--- src/rtl/path_delay_sequencer.sv ---
// Times rising/falling propagation through one delay chain over RUNS launch/relax runs,
// accumulating saturating sums, the worst rise count, a sticky timeout and a threshold alarm.
module path_delay_sequencer #(
  parameter int CW      = 16,
  parameter int RUNS    = 4,
  parameter int SETTLE  = 8,
  parameter int TIMEOUT = 1000
) (
  input  logic          clk_i,
  input  logic          rst_i,
  input  logic          start_i,
  input  logic [CW+7:0] thresh_i,
  output logic          path_in_o,
  input  logic          path_out_i,
  output logic          busy_o,
  output logic          done_o,
  output logic [CW+7:0] rise_sum_o,
  output logic [CW+7:0] fall_sum_o,
  output logic [CW-1:0] rise_max_o,
  output logic          timeout_o,
  output logic          alarm_o
);
  localparam int SW = CW + 8;

  typedef enum logic [2:0] {
    S_IDLE, S_SETTLE, S_RISE_WAIT, S_FALL_WAIT, S_NEXT, S_FINISH
  } state_t;

  function automatic logic [SW-1:0] sat_add(input logic [SW-1:0] a, input logic [CW-1:0] b);
    logic [SW:0] s;
    s = {1'b0, a} + {{(SW+1-CW){1'b0}}, b};
    return s[SW] ? {SW{1'b1}} : s[SW-1:0];
  endfunction

  state_t        state_q, state_d;
  logic          sync1_q, sync2_q;
  logic          path_in_q, path_in_d;
  logic          busy_q, busy_d, done_q, done_d;
  logic          timeout_q, timeout_d, alarm_q, alarm_d;
  logic [SW-1:0] rise_sum_q, rise_sum_d, fall_sum_q, fall_sum_d, thr_q, thr_d;
  logic [CW-1:0] rise_max_q, rise_max_d, cnt_q, cnt_d, tmr_q, tmr_d;
  logic [7:0]    idx_q, idx_d;

  logic [CW-1:0] meas, low_cnt, tmr_inc, rec;
  logic [7:0]    idx_inc;
  logic [SW:0]   total;

  always_ff @(posedge clk_i) begin
    if (rst_i) begin
      state_q    <= S_IDLE;
      sync1_q    <= 1'b0;
      sync2_q    <= 1'b0;
      path_in_q  <= 1'b0;
      busy_q     <= 1'b0;
      done_q     <= 1'b0;
      timeout_q  <= 1'b0;
      alarm_q    <= 1'b0;
      rise_sum_q <= '0;
      fall_sum_q <= '0;
      thr_q      <= '0;
      rise_max_q <= '0;
      cnt_q      <= '0;
      tmr_q      <= '0;
      idx_q      <= '0;
    end else begin
      state_q    <= state_d;
      sync1_q    <= path_out_i;
      sync2_q    <= sync1_q;
      path_in_q  <= path_in_d;
      busy_q     <= busy_d;
      done_q     <= done_d;
      timeout_q  <= timeout_d;
      alarm_q    <= alarm_d;
      rise_sum_q <= rise_sum_d;
      fall_sum_q <= fall_sum_d;
      thr_q      <= thr_d;
      rise_max_q <= rise_max_d;
      cnt_q      <= cnt_d;
      tmr_q      <= tmr_d;
      idx_q      <= idx_d;
    end
  end

  always_comb begin
    state_d    = state_q;
    path_in_d  = path_in_q;
    busy_d     = busy_q;
    done_d     = 1'b0;
    timeout_d  = timeout_q;
    alarm_d    = alarm_q;
    rise_sum_d = rise_sum_q;
    fall_sum_d = fall_sum_q;
    thr_d      = thr_q;
    rise_max_d = rise_max_q;
    cnt_d      = cnt_q;
    tmr_d      = tmr_q;
    idx_d      = idx_q;
    // cnt is 1 on the launch cycle; subtracting 1 makes a zero-delay path read as the sync depth
    meas       = cnt_q - CW'(1);
    low_cnt    = sync2_q ? '0 : cnt_q + CW'(1);
    tmr_inc    = tmr_q + CW'(1);
    rec        = '0;
    idx_inc    = idx_q + 8'd1;
    total      = {1'b0, rise_sum_q} + {1'b0, fall_sum_q};

    case (state_q)
      S_IDLE: begin
        path_in_d = 1'b0;
        if (start_i) begin
          thr_d      = thresh_i;
          rise_sum_d = '0;
          fall_sum_d = '0;
          rise_max_d = '0;
          timeout_d  = 1'b0;
          alarm_d    = 1'b0;
          idx_d      = '0;
          cnt_d      = '0;
          tmr_d      = '0;
          busy_d     = 1'b1;
          state_d    = S_SETTLE;
        end
      end
      S_SETTLE: begin
        cnt_d = low_cnt;
        tmr_d = tmr_inc;
        if (low_cnt == CW'(SETTLE)) begin
          path_in_d = 1'b1;
          cnt_d     = CW'(1);
          state_d   = S_RISE_WAIT;
        end else if (tmr_inc == CW'(TIMEOUT)) begin
          timeout_d = 1'b1;
          state_d   = S_NEXT;
        end
      end
      S_RISE_WAIT: begin
        if (sync2_q || cnt_q == CW'(TIMEOUT)) begin
          rec        = sync2_q ? meas : CW'(TIMEOUT);
          timeout_d  = timeout_q | ~sync2_q;
          rise_sum_d = sat_add(rise_sum_q, rec);
          if (rec > rise_max_q) rise_max_d = rec;
          path_in_d  = 1'b0;
          cnt_d      = CW'(1);
          state_d    = S_FALL_WAIT;
        end else begin
          cnt_d = cnt_q + CW'(1);
        end
      end
      S_FALL_WAIT: begin
        if (!sync2_q || cnt_q == CW'(TIMEOUT)) begin
          rec        = !sync2_q ? meas : CW'(TIMEOUT);
          timeout_d  = timeout_q | sync2_q;
          fall_sum_d = sat_add(fall_sum_q, rec);
          state_d    = S_NEXT;
        end else begin
          cnt_d = cnt_q + CW'(1);
        end
      end
      S_NEXT: begin
        idx_d = idx_inc;
        if (idx_inc == 8'(RUNS)) begin
          done_d  = 1'b1;
          busy_d  = 1'b0;
          alarm_d = total > {1'b0, thr_q};
          state_d = S_FINISH;
        end else begin
          cnt_d   = '0;
          tmr_d   = '0;
          state_d = S_SETTLE;
        end
      end
      S_FINISH: state_d = S_IDLE;
      default:  state_d = S_IDLE;
    endcase
  end

  assign path_in_o  = path_in_q;
  assign busy_o     = busy_q;
  assign done_o     = done_q;
  assign rise_sum_o = rise_sum_q;
  assign fall_sum_o = fall_sum_q;
  assign rise_max_o = rise_max_q;
  assign timeout_o  = timeout_q;
  assign alarm_o    = alarm_q;
endmodule
--- config.mk ---
export PLATFORM = sky130hd
export DESIGN_NAME = path_delay_sequencer
export DESIGN_NICKNAME = d
export VERILOG_FILES = /design/src/rtl/path_delay_sequencer.sv
export SDC_FILE = /design/constraint.sdc
export NUM_CORES = 1
export LEC_CHECK = 0
export CORE_MARGIN = 1
export CORE_UTILIZATION = 45
export CTS_BUF_LIST = sky130_fd_sc_hd__clkbuf_8 sky130_fd_sc_hd__clkbuf_16
export CTS_CLUSTER_SIZE = 25
export DETAILED_ROUTE_END_ITERATION = 12
export PLACE_DENSITY = 0.68
export SLEW_MARGIN = 20
export SYNTH_ARGS = -nofsm -noshare
export SYNTH_HDL_FRONTEND = slang
export SYNTH_SLANG_ARGS = --single-unit
--- constraint.sdc ---
create_clock -name clk_i -period 3.7 [get_ports clk_i]
set_input_delay 0.74 -clock clk_i [delete_from_list [all_inputs] [get_ports clk_i]]
set_output_delay 0.74 -clock clk_i [all_outputs]
set_load 0.02 [all_outputs]
# After elaboration in Yosys (flattened, before gate mapping)
# Cells that the tools add are included.
[classes]
muxes = 44
reduce_logical = 23
magnitude_cmp = 2
addsub = 7
bitwise = 4
eq_ne = 19
[op_table]
columns = ["operator", "n"]
rows = [
  ["$mux W16", 10],
  ["$mux W24", 5],
  ["$pmux W24 S2", 2],
  ["$pmux W16 S5", 1],
  ["$add A24 B16 Y25", 2],
  ["$pmux W16 S3", 1],
  ["$add A16 B1 Y16 const B", 2],
  ["$eq A16 B10 Y1 const B", 2],
  ["$pmux W16 S2", 1],
  ["$add A24 B24 Y25", 1],
  ["$gt A25 B24 Y1", 1],
  ["$ne A2 B2 Y1 const B", 10],
  ["$mux W3", 6],
  ["$eq A16 B4 Y1 const B", 1],
  ["$gt A16 B16 Y1", 1],
  ["$pmux W8 S2", 1],
  ["$sub A16 B1 Y16 const B", 1],
  ["$pmux W3 S5", 1],
  ["$reduce_and A3 Y1", 5],
  ["$reduce_and A4 Y1", 3],
  ["$mux W1", 11],
  ["$add A8 B1 Y8 const B", 1],
  ["$eq A8 B3 Y1 const B", 1],
  ["$mux W8", 1],
  ["other kinds (19)", 28],
]
[totals]
in_bits = 28
out_inout_bits = 69
wordCells = 114
reg_bits = 138

# Longest topological paths before layout
[logic_depth]
depth_word = 6
depth_mapped = 20
depth_no_buf = 20

# Worst setup path before layout
# Ideal clock, no wire load.
[synth_path]
kind = "reg2reg"
from = "reg rise_sum_q[0], in the netlist rise_sum_o[0]"
to = "reg alarm_q, in the netlist alarm_o"
synth_period_minus_slack_ns = 4.185
t_arrival_ns = 4.051
path_buffers = 0
required_ns = 3.566
setup_ns = 0.134
stages_incl_launch_ff = 20
path_slack_ns = -0.485
path_cell_list = "dfxtp_1 > ha_1 > inv_1 > fa_1 > nor2b_1 > o31a_1 > o2111ai_1 > a31oi_1 > a2111oi_0 > nor3_1 > xnor2_1 > ha_1 > nand4_1 > nor2_1 > a211o_1 > a211o_1 > a2111oi_0 > o31ai_1 > a221oi_1 > a211oi_1"
[synth_between]
elab_chain_len = 4
[synth_rtl]
columns = ["element", "line_no", "rtl"]
rows = [
  ["from (decl)", "40", "logic [SW-1:0] rise_sum_q, rise_sum_d, fall_sum_q, fall_sum_d, thr_q, thr_d;"],
  ["from (signal assigned)", "74", "rise_sum_q <= rise_sum_d;"],
  ["$add A24 B24 Y25", "104", "total = {1'b0, rise_sum_q} + {1'b0, fall_sum_q};"],
  ["$gt A25 B24 Y1", "163", "alarm_d = total > {1'b0, thr_q};"],
  ["$mux W1", "160", "if (idx_inc == 8'(RUNS)) begin"],
  ["$pmux W1 S2", "106", "case (state_q)"],
  ["to (signal assigned)", "73", "alarm_q <= alarm_d;"],
  ["to (decl)", "39", "logic timeout_q, timeout_d, alarm_q, alarm_d;"],
]
# No other way between the ends. The select of a mux whose other input is x is not followed.
# A chain may end at the register's enable or synchronous reset.

# Final worst setup path
[layout_path]
from = "reg cnt_q[0]"
to = "reg rise_max_q[8], in the netlist rise_max_o[8]"
[layout_between]
elab_chain_len = 5
word_cells_on_any_way = 11
classes_between = "add/sub (1); order compare (1); eq/ne (3); mux (4); reduce/logical (2)"
[layout_rtl]
columns = ["element", "line_no", "rtl"]
rows = [
  ["from (decl)", "41", "logic [CW-1:0] rise_max_q, rise_max_d, cnt_q, cnt_d, tmr_q, tmr_d;"],
  ["from (signal assigned)", "78", "cnt_q <= cnt_d;"],
  ["$sub A16 B1 Y16", "99", "meas = cnt_q - CW'(1);"],
  ["$mux W16", "137", "rec = sync2_q ? meas : CW'(TIMEOUT);"],
  ["$gt A16 B16 Y1 / $mux W16 (equally long branches)", "140", "if (rec > rise_max_q) rise_max_d = rec;"],
  ["$ne A2 B2 Y1 (no source line) / $mux W16 (equally long branches)", "n/a", ""],
  ["$reduce_and A4 Y1 (no source line) / $pmux W16 S2 (equally long branches)", "n/a", ""],
  ["to (signal assigned)", "77", "rise_max_q <= rise_max_d;"],
  ["to (decl)", "41", ""],
]
# Parallel ways exist; a longest one is shown, timed or not. The select of a mux whose other input is x is not followed.

==> Flow_metrics.wiki <==
{| class="wikitable"
! Metric !! Value
|-
| Status || finished with violations
|-
| Violated checks || negative setup slack
|-
| First-pass GRT wire length || 51,900 µm
|-
| Residual DRC count || 0
|-
| Worst max-slew margin expressed relative to the limit || 40.8%
|-
| Min Clock Period, post-route || 4.07 ns
|-
| Final setup fails || 65
|-
| H-Tree Depth || 4
|-
| CTS tree || yes
|-
| Clock skew || 0.0141 ns
|-
| Detail Placement HPWL || 24,800 µm
|-
| Most used DFF post-synth || sky130_fd_sc_hd__dfxtp_1
|-
| Chip height || 155 µm
|-
| Residual overflow from global routing || 0
|-
| Critical Setup Path Class || flop to flop
|-
| Share of layout cells above drive strength 1 || 27.1%
|-
| Number of antenna violations at the first check in global routing || 0
|-
| Root buffer cell || sky130_fd_sc_hd__clkbuf_16
|-
| Final worst path period share || 110%
|-
| Horizontal die dimension || 155 µm
|-
| Worst vdd ir || 0.482 mV
|-
| Wire length per cell || 18.9 µm
|-
| Worst Setup End Kind || flop
|-
| # port buffers || 96
|-
| Num Clock Sinks || 138
|-
| Post-synth top area cell || sky130_fd_sc_hd__dfxtp_1
|-
| Final worst hold slack || 0.436 ns
|-
| Total Die Area || 0.0239 mm²
|-
| Least setup slack across all paths after layout || -0.375 ns
|-
| Vias/cell || 5.99
|-
| Power Density || 536 mW/mm²
|-
| Fraction of synthesized area in multiplexers || 0.382%
|-
| Seq cells post-synth || 138
|-
| Area of the mapped netlist || 0.0105 mm²
|-
| Proportion of register bits with asynchronous set or reset after synthesis || 0%
|-
| Transition at the pin with the smallest max-transition slack || 0.885 ns
|-
| Clk buf depth || 2
|-
| Adder and majority gate portion of the synthesized area || 12.5%
|-
| TritonCTS buffer count || 17
|-
| Cell leakage power || 0.00610 µW
|-
| Worst hold path class || flop to flop
|-
| Maximum fanout encountered on the critical timing path || 8
|-
| Worst-case hold path end point || sync2_q
|-
| Average size of a mapped cell || 7.64 µm²
|-
| Area fraction in compound gates after synthesis || 25.9%
|-
| Cells on worst reg2reg path || 19
|-
| Std cell rows || 55
|-
| Top cells by area, synth || sky130_fd_sc_hd__dfxtp_1, sky130_fd_sc_hd__ha_1, sky130_fd_sc_hd__a21oi_1
|-
| Final slew viol count || 0
|-
| Total global routing track utilization || 27.2%
|-
| Synth Net Count || 1,501
|-
| Post-Synth XOR/XNOR Area || 5.27%
|-
| Top Ports || 97
|-
| Vias after detailed routing || 11,500
|-
| Placed Area || 0.0130 mm²
|-
| Instance count after placement with tap cells included || 1,863
|-
| Top cell type's share of synthesized area || 26.4%
|-
| Pre-Repair DR Iteration Count || 5
|-
| Post-route ant nets || 0
|-
| WP data required || 4.08 ns
|-
| FMAX || 0.245 GHz
|-
| Most frequent cells after synthesis || sky130_fd_sc_hd__nand2_1, sky130_fd_sc_hd__dfxtp_1, sky130_fd_sc_hd__a21oi_1, sky130_fd_sc_hd__nor2_1, sky130_fd_sc_hd__ha_1
|-
| Depth of the worst hold-timing path || 1
|-
| Count of yosys warnings during synthesis || 0
|-
| Fraction of the mapped netlist area in simple logic gates || 24.0%
|-
| End of the worst register-to-register path || rise_max_o[8]
|-
| Syn-to-layout area delta || 43.0%
|-
| Antenna cells || 0
|-
| Combinational family with the most area after synthesis || compound AO/OA/AOI/OAI gates
|-
| Pin count of the biggest net entering global routing || 64
|-
| Filler-free cell count of the finished design || 1,921
|-
| Synth Instances || 1,370
|-
| First DRT Iteration DRCs || 845
|-
| Share of the yosys chip area belonging to registers || 26.4%
|-
| Total Neg Setup Slack || -10.93 ns
|-
| Hold Fails Final Rpt || 0
|-
| Area of the placeable core || 0.0227 mm²
|-
| Startpoint Class || flop
|-
| Unrepaired setup endpoints after global routing || yes
|-
| Total length of routed wires || 36,300 µm
|-
| Initial core utilization || 46.1%
|-
| Clock Latency Late Sink || 0.44 ns
|-
| Final Wtd Congestion || 0.932
|-
| Clock-pin slew of the registers on the worst-case setup and hold paths || 0.07 ns
|-
| Startpoint of the tightest hold check path || sync1_q
|-
| Library cell with the highest instance count after synthesis || sky130_fd_sc_hd__nand2_1
|-
| Critical register-to-register path startpoint || cnt_q[0]
|-
| Post-Layout Inst Area || 0.0150 mm²
|-
| Number of enable flip-flop cells after synthesis || 0
|-
| Flop-to-flop setup slack || -0.37 ns
|-
| Data arrival at the endpoint of the critical path || 4.45 ns
|-
| Count of cell types in the netlist || 81
|-
| Total of max-cap violations || 0
|-
| Via count of the first global-routing pass || 10,400
|-
| Final layout net count || 1,754
|}
-- per-stage QoR --
stage,total power [µW],utilization (%),setup slack [ns]
6_report,8020,65.9,-0.375
5_1_grt,8430,65.9,-0.473
4_1_cts,7120,60.8,-0.258
3_5_place_dp,5260,57.1,-0.285
3_3_place_gp,5200,57.1,-0.175
2_1_floorplan,3960,-,-0.000823
-- cell families after synthesis --
logic type / after synthesis
buffers and inverters: 137
adders and majority gates: 103
muxes: 4
and+or+nand+nor: 509
DFF: 138
xor gates and xnor gates: 63
AOI/OAI and AO/OA: 416
-- timing repair --
action / CTS / global route
pin swaps: 9 / 78
hold buffers: 0 / 0
setup buffers: 3 / 22
setup endpoints to repair: 64 / 65
resized for setup: 44 / 190
cloned: 1 / 2
-- layout by cell type (no fill, tap or decap), types with 18 or more instances in the layout --
cell                              netlist  layout
sky130_fd_sc_hd__a211oi_1              28      18
sky130_fd_sc_hd__a21o_1                33      33
sky130_fd_sc_hd__a21oi_1              128     115
sky130_fd_sc_hd__buf_4                  6     178
sky130_fd_sc_hd__buf_6                  3      22
sky130_fd_sc_hd__clkbuf_16              0      18
sky130_fd_sc_hd__clkdlybuf4s50_1        0      95
sky130_fd_sc_hd__dfxtp_1              138     130
sky130_fd_sc_hd__ha_1                 100      79
sky130_fd_sc_hd__ha_4                   0      18
sky130_fd_sc_hd__inv_1                 68      65
sky130_fd_sc_hd__nand2_1              148     136
sky130_fd_sc_hd__nand3_1               45      41
sky130_fd_sc_hd__nand4_1               19      19
sky130_fd_sc_hd__nor2_1               128     111
sky130_fd_sc_hd__nor3_1                45      36
sky130_fd_sc_hd__o21ai_0               78      61
sky130_fd_sc_hd__xnor2_1               41      36
sky130_fd_sc_hd__xor2_1                22      19
-- power by group --
| part | internal (µW) | leakage [µW] | total, µW | switching [µW] |
|---|---|---|---|---|
| Sequential | 1610 | 0.00112 | 1730 | 116 |
| Combinational | 2070 | 0.00470 | 4540 | 2470 |
| Clock | 1010 | 0.000281 | 1760 | 747 |
-- critical path: stages, from the launching register on --
cell and delay, ns:
sky130_fd_sc_hd__dfxtp_2 0.33, sky130_fd_sc_hd__or4_4 0.52, sky130_fd_sc_hd__or4_4 0.50, sky130_fd_sc_hd__nor2_4 0.20, sky130_fd_sc_hd__nand2_4 0.09, sky130_fd_sc_hd__xor2_4 0.19
sky130_fd_sc_hd__nor2_4 0.09, sky130_fd_sc_hd__buf_6 0.13, sky130_fd_sc_hd__buf_6 0.10, sky130_fd_sc_hd__buf_6 0.11, sky130_fd_sc_hd__ha_4 0.27, sky130_fd_sc_hd__nand2_4 0.06
sky130_fd_sc_hd__nor3_4 0.18, sky130_fd_sc_hd__nand3_2 0.15, sky130_fd_sc_hd__o32ai_2 0.31, sky130_fd_sc_hd__buf_4 0.19, sky130_fd_sc_hd__nor2_4 0.05, sky130_fd_sc_hd__o21ai_4 0.09
sky130_fd_sc_hd__and2_4 0.25, sky130_fd_sc_hd__a22o_1 0.19
-- cell type report --
type	count	area, µm²
Multi-Input combinational cell	1097	8350
Fill cell	1801	7740
Sequential cell	138	2780
Timing Repair Buffer	300	2640
Clock buffer	18	439
Tap cell	285	357
Inverter	69	259
Clock inverter	14	145
-- registers in the layout, summed over array words and instances (netlist names), 3 cells and up --
signal / count
cnt_q: 16
rise_max_o: 16
thr_q: 24
idx_q: 8
state_q: 3
tmr_q: 16
fall_sum_o: 24
rise_sum_o: 24
-- worst max path at each step --
| stage | from | to | cells past startpoint |
|---|---|---|---|
| final | cnt_q[0] | rise_max_o[8] | 19 |
| after global routing | cnt_q[0] | rise_max_o[8] | 19 |
| after CTS | rise_sum_o[0] | alarm_o | 19 |
| after detailed placement | rise_sum_o[0] | alarm_o | 19 |
| after global placement | rise_sum_o[0] | alarm_o | 19 |
| after floorplan | rise_sum_o[0] | alarm_o | 19 |
-- per-layer routing --
metal	vias up	share of wire [%]	wire, µm	track usage [%]
li1	5513	-	-	-
met1	5498	42	15300	33.4
met5	-	0	0	0
met4	0	3.8	1370	11.1
met2	405	49	17700	47.2
met3	95	5.4	1960	4.26
Power figures use the tool's default switching activity.
